**config.mk**
```make
export PLATFORM = sky130hd
export DESIGN_NAME = if_fetch
export DESIGN_NICKNAME = d
export VERILOG_FILES = /design/src/rtl/core_pkg.sv /design/src/rtl/fetch_fifo.sv /design/src/rtl/if_fetch.sv
export SDC_FILE = /design/constraint.sdc
export NUM_CORES = 1
export LEC_CHECK = 0
export ABC_AREA = 1
export CELL_PAD_IN_SITES_DETAIL_PLACEMENT = 0
export CELL_PAD_IN_SITES_GLOBAL_PLACEMENT = 1
export CORE_UTILIZATION = 41
export CTS_BUF_LIST = sky130_fd_sc_hd__clkbuf_16
export DETAILED_ROUTE_END_ITERATION = 6
export PLACE_DENSITY_LB_ADDON = 0.25
export SYNTH_ARGS = -nofsm -noshare
export SYNTH_HDL_FRONTEND = slang
export SYNTH_HIERARCHICAL = 1
export SYNTH_SLANG_ARGS = --single-unit
export TNS_END_PERCENT = 50
```
**constraint.sdc**
```tcl
create_clock -name clk -period 8.85 [get_ports clk]
set_clock_uncertainty 0.05 [all_clocks]
set_input_delay 1.77 -clock clk [delete_from_list [all_inputs] [get_ports clk]]
set_output_delay 1.77 -clock clk [all_outputs]
set_load 0.01 [all_outputs]
```
**src/rtl/core_pkg.sv**
```systemverilog
`default_nettype none
// ============================================================================
// Module   : core_pkg
// Brief    : Shared widths and fetch-path record types.
// Revision : 1.0
// ============================================================================
package core_pkg;

  localparam int XLEN   = 64;
  localparam int INST_W = 32;

  typedef struct packed {
    logic [XLEN-1:0] pcadd4;
    logic            epoch;
  } fetch_tag_t;

  typedef struct packed {
    logic [INST_W-1:0] inst;
    logic [XLEN-1:0]   pcadd4;
  } fetch_entry_t;

endpackage
`default_nettype wire

```
**src/rtl/fetch_fifo.sv**
```systemverilog
`default_nettype none
// ============================================================================
// Module   : fetch_fifo
// Brief    : Synchronous FIFO with registered storage, flush and occupancy.
// Revision : 1.0
// ============================================================================
module fetch_fifo #(
  parameter int WIDTH = 8,
  parameter int DEPTH = 2
) (
  input  logic                     clk,
  input  logic                     rst,
  input  logic                     flush,
  input  logic                     push,
  input  logic [WIDTH-1:0]         wdata,
  input  logic                     pop,
  output logic [WIDTH-1:0]         rdata,
  output logic [$clog2(DEPTH):0]   count
);

  localparam int AW = $clog2(DEPTH);
  localparam int CW = AW + 1;

  logic [WIDTH-1:0] mem_q [DEPTH];
  logic [WIDTH-1:0] mem_d [DEPTH];
  logic [AW-1:0]    wr_ptr_q, wr_ptr_d;
  logic [AW-1:0]    rd_ptr_q, rd_ptr_d;
  logic [CW-1:0]    count_q, count_d;
  logic             do_push, do_pop;

  assign do_push = push && (count_q != CW'(DEPTH));
  assign do_pop  = pop && (count_q != '0);

  always_comb begin
    mem_d    = mem_q;
    wr_ptr_d = wr_ptr_q;
    rd_ptr_d = rd_ptr_q;
    count_d  = count_q;
    // Flush discards any same-cycle push as well as the stored contents.
    if (flush) begin
      wr_ptr_d = '0;
      rd_ptr_d = '0;
      count_d  = '0;
    end else begin
      if (do_push) begin
        mem_d[wr_ptr_q] = wdata;
        wr_ptr_d        = wr_ptr_q + AW'(1);
      end
      if (do_pop) begin
        rd_ptr_d = rd_ptr_q + AW'(1);
      end
      count_d = count_q + CW'(do_push) - CW'(do_pop);
    end
  end

  always_ff @(posedge clk or posedge rst) begin
    if (rst) begin
      mem_q    <= '{default: '0};
      wr_ptr_q <= '0;
      rd_ptr_q <= '0;
      count_q  <= '0;
    end else begin
      mem_q    <= mem_d;
      wr_ptr_q <= wr_ptr_d;
      rd_ptr_q <= rd_ptr_d;
      count_q  <= count_d;
    end
  end

  assign rdata = mem_q[rd_ptr_q];
  assign count = count_q;

endmodule
`default_nettype wire

```
**src/rtl/if_fetch.sv**
```systemverilog
`default_nettype none
// ============================================================================
// Module   : if_fetch
// Brief    : Instruction fetch unit feeding the IF/ID register; epoch-tagged
//            in-order requests, buffered responses, redirect kill.
//            Optional IF_PERF_CNT_EN adds fetch/drop counters.
// Revision : 1.0
// ============================================================================
module if_fetch #(
  parameter int              XLEN     = 64,
  parameter logic [XLEN-1:0] RESET_PC = '0,
  parameter int              DEPTH    = 2
) (
  input  logic            clk,
  input  logic            rst,
  input  logic            pc_redirect,
  input  logic [XLEN-1:0] redirect_pc,
  input  logic            ifid_write,
  output logic            imem_req_valid,
  input  logic            imem_req_ready,
  output logic [XLEN-1:0] imem_req_addr,
  input  logic            imem_rsp_valid,
  input  logic [31:0]     imem_rsp_data,
  output logic [31:0]     inst_if,
  output logic [XLEN-1:0] pcadd4_if,
  output logic            if_valid,
  output logic            if_flush
`ifdef IF_PERF_CNT_EN
  ,
  output logic [31:0]     perf_fetch_cnt,
  output logic [31:0]     perf_drop_cnt
`endif
);

  import core_pkg::*;

  localparam int CW = $clog2(DEPTH) + 1;

  fetch_tag_t      tag_in, tag_out;
  fetch_entry_t    ent_in, ent_out;
  logic [CW-1:0]   tag_cnt, buf_cnt;
  logic [CW:0]     credits_used;
  logic [XLEN-1:0] pc_q, pc_d;
  logic            epoch_q, epoch_d;
  logic            req_fire, rsp_pop, buf_push, buf_pop, buf_valid;

  // The pending-tag count doubles as the in-flight request count.
  assign credits_used   = {1'b0, tag_cnt} + {1'b0, buf_cnt};
  assign imem_req_valid = !rst && !pc_redirect && (credits_used < (CW+1)'(DEPTH));
  assign imem_req_addr  = pc_q;
  assign req_fire       = imem_req_valid && imem_req_ready;

  assign rsp_pop   = imem_rsp_valid && (tag_cnt != '0);
  assign buf_push  = rsp_pop && (tag_out.epoch == epoch_q) && !pc_redirect;
  assign buf_valid = (buf_cnt != '0);
  assign buf_pop   = ifid_write && buf_valid;

  assign tag_in = '{pcadd4: pc_q + XLEN'(4), epoch: epoch_q};
  assign ent_in = '{inst: imem_rsp_data, pcadd4: tag_out.pcadd4};

  fetch_fifo #(.WIDTH($bits(fetch_tag_t)), .DEPTH(DEPTH)) u_tag_q (
    .clk   (clk),
    .rst   (rst),
    .flush (1'b0),
    .push  (req_fire),
    .wdata (tag_in),
    .pop   (rsp_pop),
    .rdata (tag_out),
    .count (tag_cnt)
  );

  fetch_fifo #(.WIDTH($bits(fetch_entry_t)), .DEPTH(DEPTH)) u_inst_buf (
    .clk   (clk),
    .rst   (rst),
    .flush (pc_redirect),
    .push  (buf_push),
    .wdata (ent_in),
    .pop   (buf_pop),
    .rdata (ent_out),
    .count (buf_cnt)
  );

  always_comb begin
    pc_d    = pc_q;
    epoch_d = epoch_q;
    if (pc_redirect) begin
      pc_d    = redirect_pc;
      epoch_d = ~epoch_q;
    end else if (req_fire) begin
      pc_d = pc_q + XLEN'(4);
    end
  end

  always_ff @(posedge clk or posedge rst) begin
    if (rst) begin
      pc_q    <= RESET_PC;
      epoch_q <= 1'b0;
    end else begin
      pc_q    <= pc_d;
      epoch_q <= epoch_d;
    end
  end

  assign if_valid  = buf_valid;
  assign inst_if   = buf_valid ? ent_out.inst   : '0;
  assign pcadd4_if = buf_valid ? ent_out.pcadd4 : '0;
  assign if_flush  = pc_redirect && !rst;

`ifdef IF_PERF_CNT_EN
  logic [31:0] fetch_cnt_q, fetch_cnt_d;
  logic [31:0] drop_cnt_q, drop_cnt_d;

  always_comb begin
    fetch_cnt_d = fetch_cnt_q + 32'(req_fire);
    drop_cnt_d  = drop_cnt_q + 32'(rsp_pop && !buf_push);
  end

  always_ff @(posedge clk or posedge rst) begin
    if (rst) begin
      fetch_cnt_q <= '0;
      drop_cnt_q  <= '0;
    end else begin
      fetch_cnt_q <= fetch_cnt_d;
      drop_cnt_q  <= drop_cnt_d;
    end
  end

  assign perf_fetch_cnt = fetch_cnt_q;
  assign perf_drop_cnt  = drop_cnt_q;
`endif

endmodule
`default_nettype wire
```
==> summary.md <==
| Metric | Value |
|---|---|
| EDFF count, synth | `0` |
| FF+latch count, synth | `between 300 and 400` |
| Commonest cells in the synthesized netlist | `1514 x nand2_1, 395 x dfrtp_1, 334 x nand4_1, 209 x inv_1, 208 x nor2_1` |
| Fin crit share | `63.9%` |
| Hold Path Cell Cnt | `2` |
| Synthesized cell area | `21400 um^2` |
| First-pass GRT wire length | `about 110000 um` |
| RSZ-0062 raised after global routing | `false` |
| DIE AREA | `between 50000 and 60000 um^2` |
| Slew Viols, Final | `0` |
| Setup TNS | `0 ns` |
| Area of the multi-input gates | `just under 10000 um^2` |
| Final number of hold-violating endpoints | `0` |
| Via count | `slightly above 20000` |
| Number of remaining DRC errors | `3` |
| Largest net degree at the start of global routing | `around 200` |
| RR Endpoint | `u_tag_q/mem_q[93]` |
| Max Cap Viol | `0` |
| Yosys top cell area share | `~46%` |
| Die width | `approximately 230 um` |
| Cts bufs inserted | `46` |
| WL final | `roughly 70000 um` |
| Slew headroom | `between 20% and 30%` |
| R2R depth | `9` |
| Post-CTS setup buffers | `0` |
| Status | `finished with violations` |
| Top cells by area, synth | `dfrtp_1 46%, nand2_1 27%, nand4_1 9.7%, inv_1 3.7%, nor2_1 3.6%` |
| Fillers | `approximately 5300` |
| Die Ht | `around 230 um` |
| Synth unique cells | `31` |
| Sequential cell area fraction in the yosys report | `a little under half` |
| CTS Buffer Depth | `3` |
| Main flop type after synthesis | `dfrtp_1` |
| Initial Util | `41.6%` |
| DP Worst Slack | `around 3.6 ns` |
| CTS tree | `built` |
| Global Route Usage Sum | `approximately 26%` |
| Initial antenna violation count | `1` |
| Tmin final | `5.65 ns` |
| Final setup viols | `0` |
| TritonRoute pass-1 iters | `7` |
| Core area | `51500 um^2` |
| Hold Path End | `u_inst_buf/mem_q[160]` |
| 1st-iter DRT viols | `1869` |
| Post-CTS Hold Buffers | `0` |
| Actual slew at the worst max-slew pin | `about 1.1 ns` |
| Port bufs | `264` |
| Mapped Cells | `3054` |
| DR vias/cell | `5.22` |
| Hold path startpoint | `u_inst_buf/mem_q[160]` |
| Final ANT Viol Nets | `0` |
| Critical path endpoint category | `output port` |
| R2R Setup Slk | `4.73 ns` |
| CTS resizes | `0` |
| Number of global-route vias before repair | `19000` |
| Peak Freq | `about 180 MHz` |
| Row cnt | `83` |
| Launching point of the worst reg2reg path | `u_inst_buf/count[1]` |
| IO Count | `approximately 270` |
| Share of post-route cells with drive strength above 1 | `approximately 4%` |
| CTS Sinks | `between 300 and 400` |
| Clock latency on the worst-skew pair | `~0.57 ns` |
| Util after Layout | `about half` |
| Area leader, netlist | `dfrtp_1` |
| Critical Path Fanout Max | `60` |
| Mean Syn Cell Area | `around 7.0 um^2` |
| Yosys warns | `6` |
| Failing checks | `design-rule violations` |
| Crit path kind | `reg -> out` |
| Fraction of registers with async set/reset | `100%` |
| DR WL/cell | `roughly 18 um` |
| Post-layout nets | `roughly 3300` |
| Clock root cell | `clkbuf_16` |
| CTS H-tree lvls | `2` |
| Syn-to-layout area delta | `19.4%` |
| Static Leakage | `13.1 nW` |
| Setup ws final | `between 3 and 4 ns` |
| Total grt overflow | `0` |
| Post-DP HPWL | `between 40000 and 50000 um` |
| Clock-pin slew on the worst setup and hold paths | `approximately 0.06 ns` |
| Max rail drop VDD | `about 0.00012 V` |
| Count leader, synth | `nand2_1` |
| Min-Delay Path Class | `reg -> reg` |
| Startpoint class of the critical path | `flip-flop` |
| Worst EP required | `about 7 ns` |
| Pwr dens | `199 nW/um^2` |
| Critical path arrival | `between 3 and 4 ns` |
| Register area | `9890 um^2` |
| GP Congestion | `0.885` |
## critical path, cell delays in order (launching register included)
cell and delay, ns:
dfrtp_2 0.64, inv_2 0.71, buf_4 0.73, nand2_1 0.11
nand2_1 0.10, inv_1 0.04, nor2_1 0.26, clkdlybuf4s50_1 0.60
## how the worst max path moves through the flow
stage                             start  slack, ns                  end
floorplan                           rst       1.69  u_inst_buf/count[0]
global placement                    rst       3.66       imem_req_valid
detailed placement                  rst       3.57    u_tag_q/mem_q[87]
CTS                 u_inst_buf/rd_ptr_q       3.19        pcadd4_if[59]
global route        u_inst_buf/rd_ptr_q       2.99        pcadd4_if[26]
finish              u_inst_buf/rd_ptr_q       3.20        pcadd4_if[59]
## state kept, by name, indices dropped and copies added (netlist names)
name	cells
u_inst_buf/rd_ptr_q	1
u_tag_q/count	2
u_tag_q/rd_ptr_q	1
u_inst_buf/mem_q	192
u_tag_q/mem_q	130
u_inst_buf/count	2
imem_req_addr	64
epoch_q	1
u_inst_buf/wr_ptr_q	1
u_tag_q/wr_ptr_q	1
## cell families after synthesis
family / count (synthesis) / share of synthesized area, %
compound gates: 57 / 1.51
xor+xnor: 33 / 1.42
fa+ha+maj: 6 / 0.385
buf+inv: 420 / 8.20
flops: 395 / 46.1
other cells: 1 / 0.0175
simple gates: 2142 / 42.4
## per-stage QoR
| stage | hold slack [ns] | instance area (um^2) | instances | power [mW] |
|---|---|---|---|---|
| after floorplan | 0.392 | 21500 | 3057 | 2.97 |
| after global placement | 0.403 | 24300 | 3817 | 3.34 |
| after detailed placement | 0.408 | 24300 | 3817 | 3.37 |
| after CTS | 0.422 | 25600 | 3891 | 5.15 |
| after global routing | 0.431 | 25600 | 3891 | 5.40 |
| final | 0.417 | 25600 | 3892 | 5.11 |
## power breakdown
| part | internal (mW) | leakage, nW | total (mW) | switching (mW) |
|---|---|---|---|---|
| Combinational | 0.372 | 7.11 | 1.03 | 0.658 |
| Clock | 1.00 | 0.713 | 1.76 | 0.751 |
| Sequential | 2.11 | 5.25 | 2.32 | 0.208 |
## cells in the final DEF, fill, tap and decap left out, drive strengths merged
cell           instances
clkbuf                47
nand3                 52
ha                     5
conb                   4
diode                  1
a31oi                  1
clkinv                 8
fa                     1
nand2               1530
nand4                334
o21bai                 4
xnor2                  9
o21ai                 39
nor2                 225
clkdlybuf4s50        263
buf                   23
clkinvlp               1
dfrtp                395
nor3                   1
o211ai                11
a21oi                  2
xor2                  24
bufinv                 2
inv                  230
## per-layer routing
metal | GRT usage (%) | share of wire, %
met3 | 3.83 | 6.4
met1 | 38.5 | 47
met2 | 39.4 | 45
met5 | 0 | 0
met4 | 6.11 | 2.0
## final cells by class
type	instances	area share, %
Sequential cell	395	38.6
Multi-Input combinational cell	2242	38.6
Timing Repair Buffer	286	11.0
Clock buffer	47	4.59
Inverter	214	3.18
Antenna cell	1	0.00977
Tap cell	680	3.32
Clock inverter	27	0.645
No activity file was read; power rests on OpenSTA's default activity.
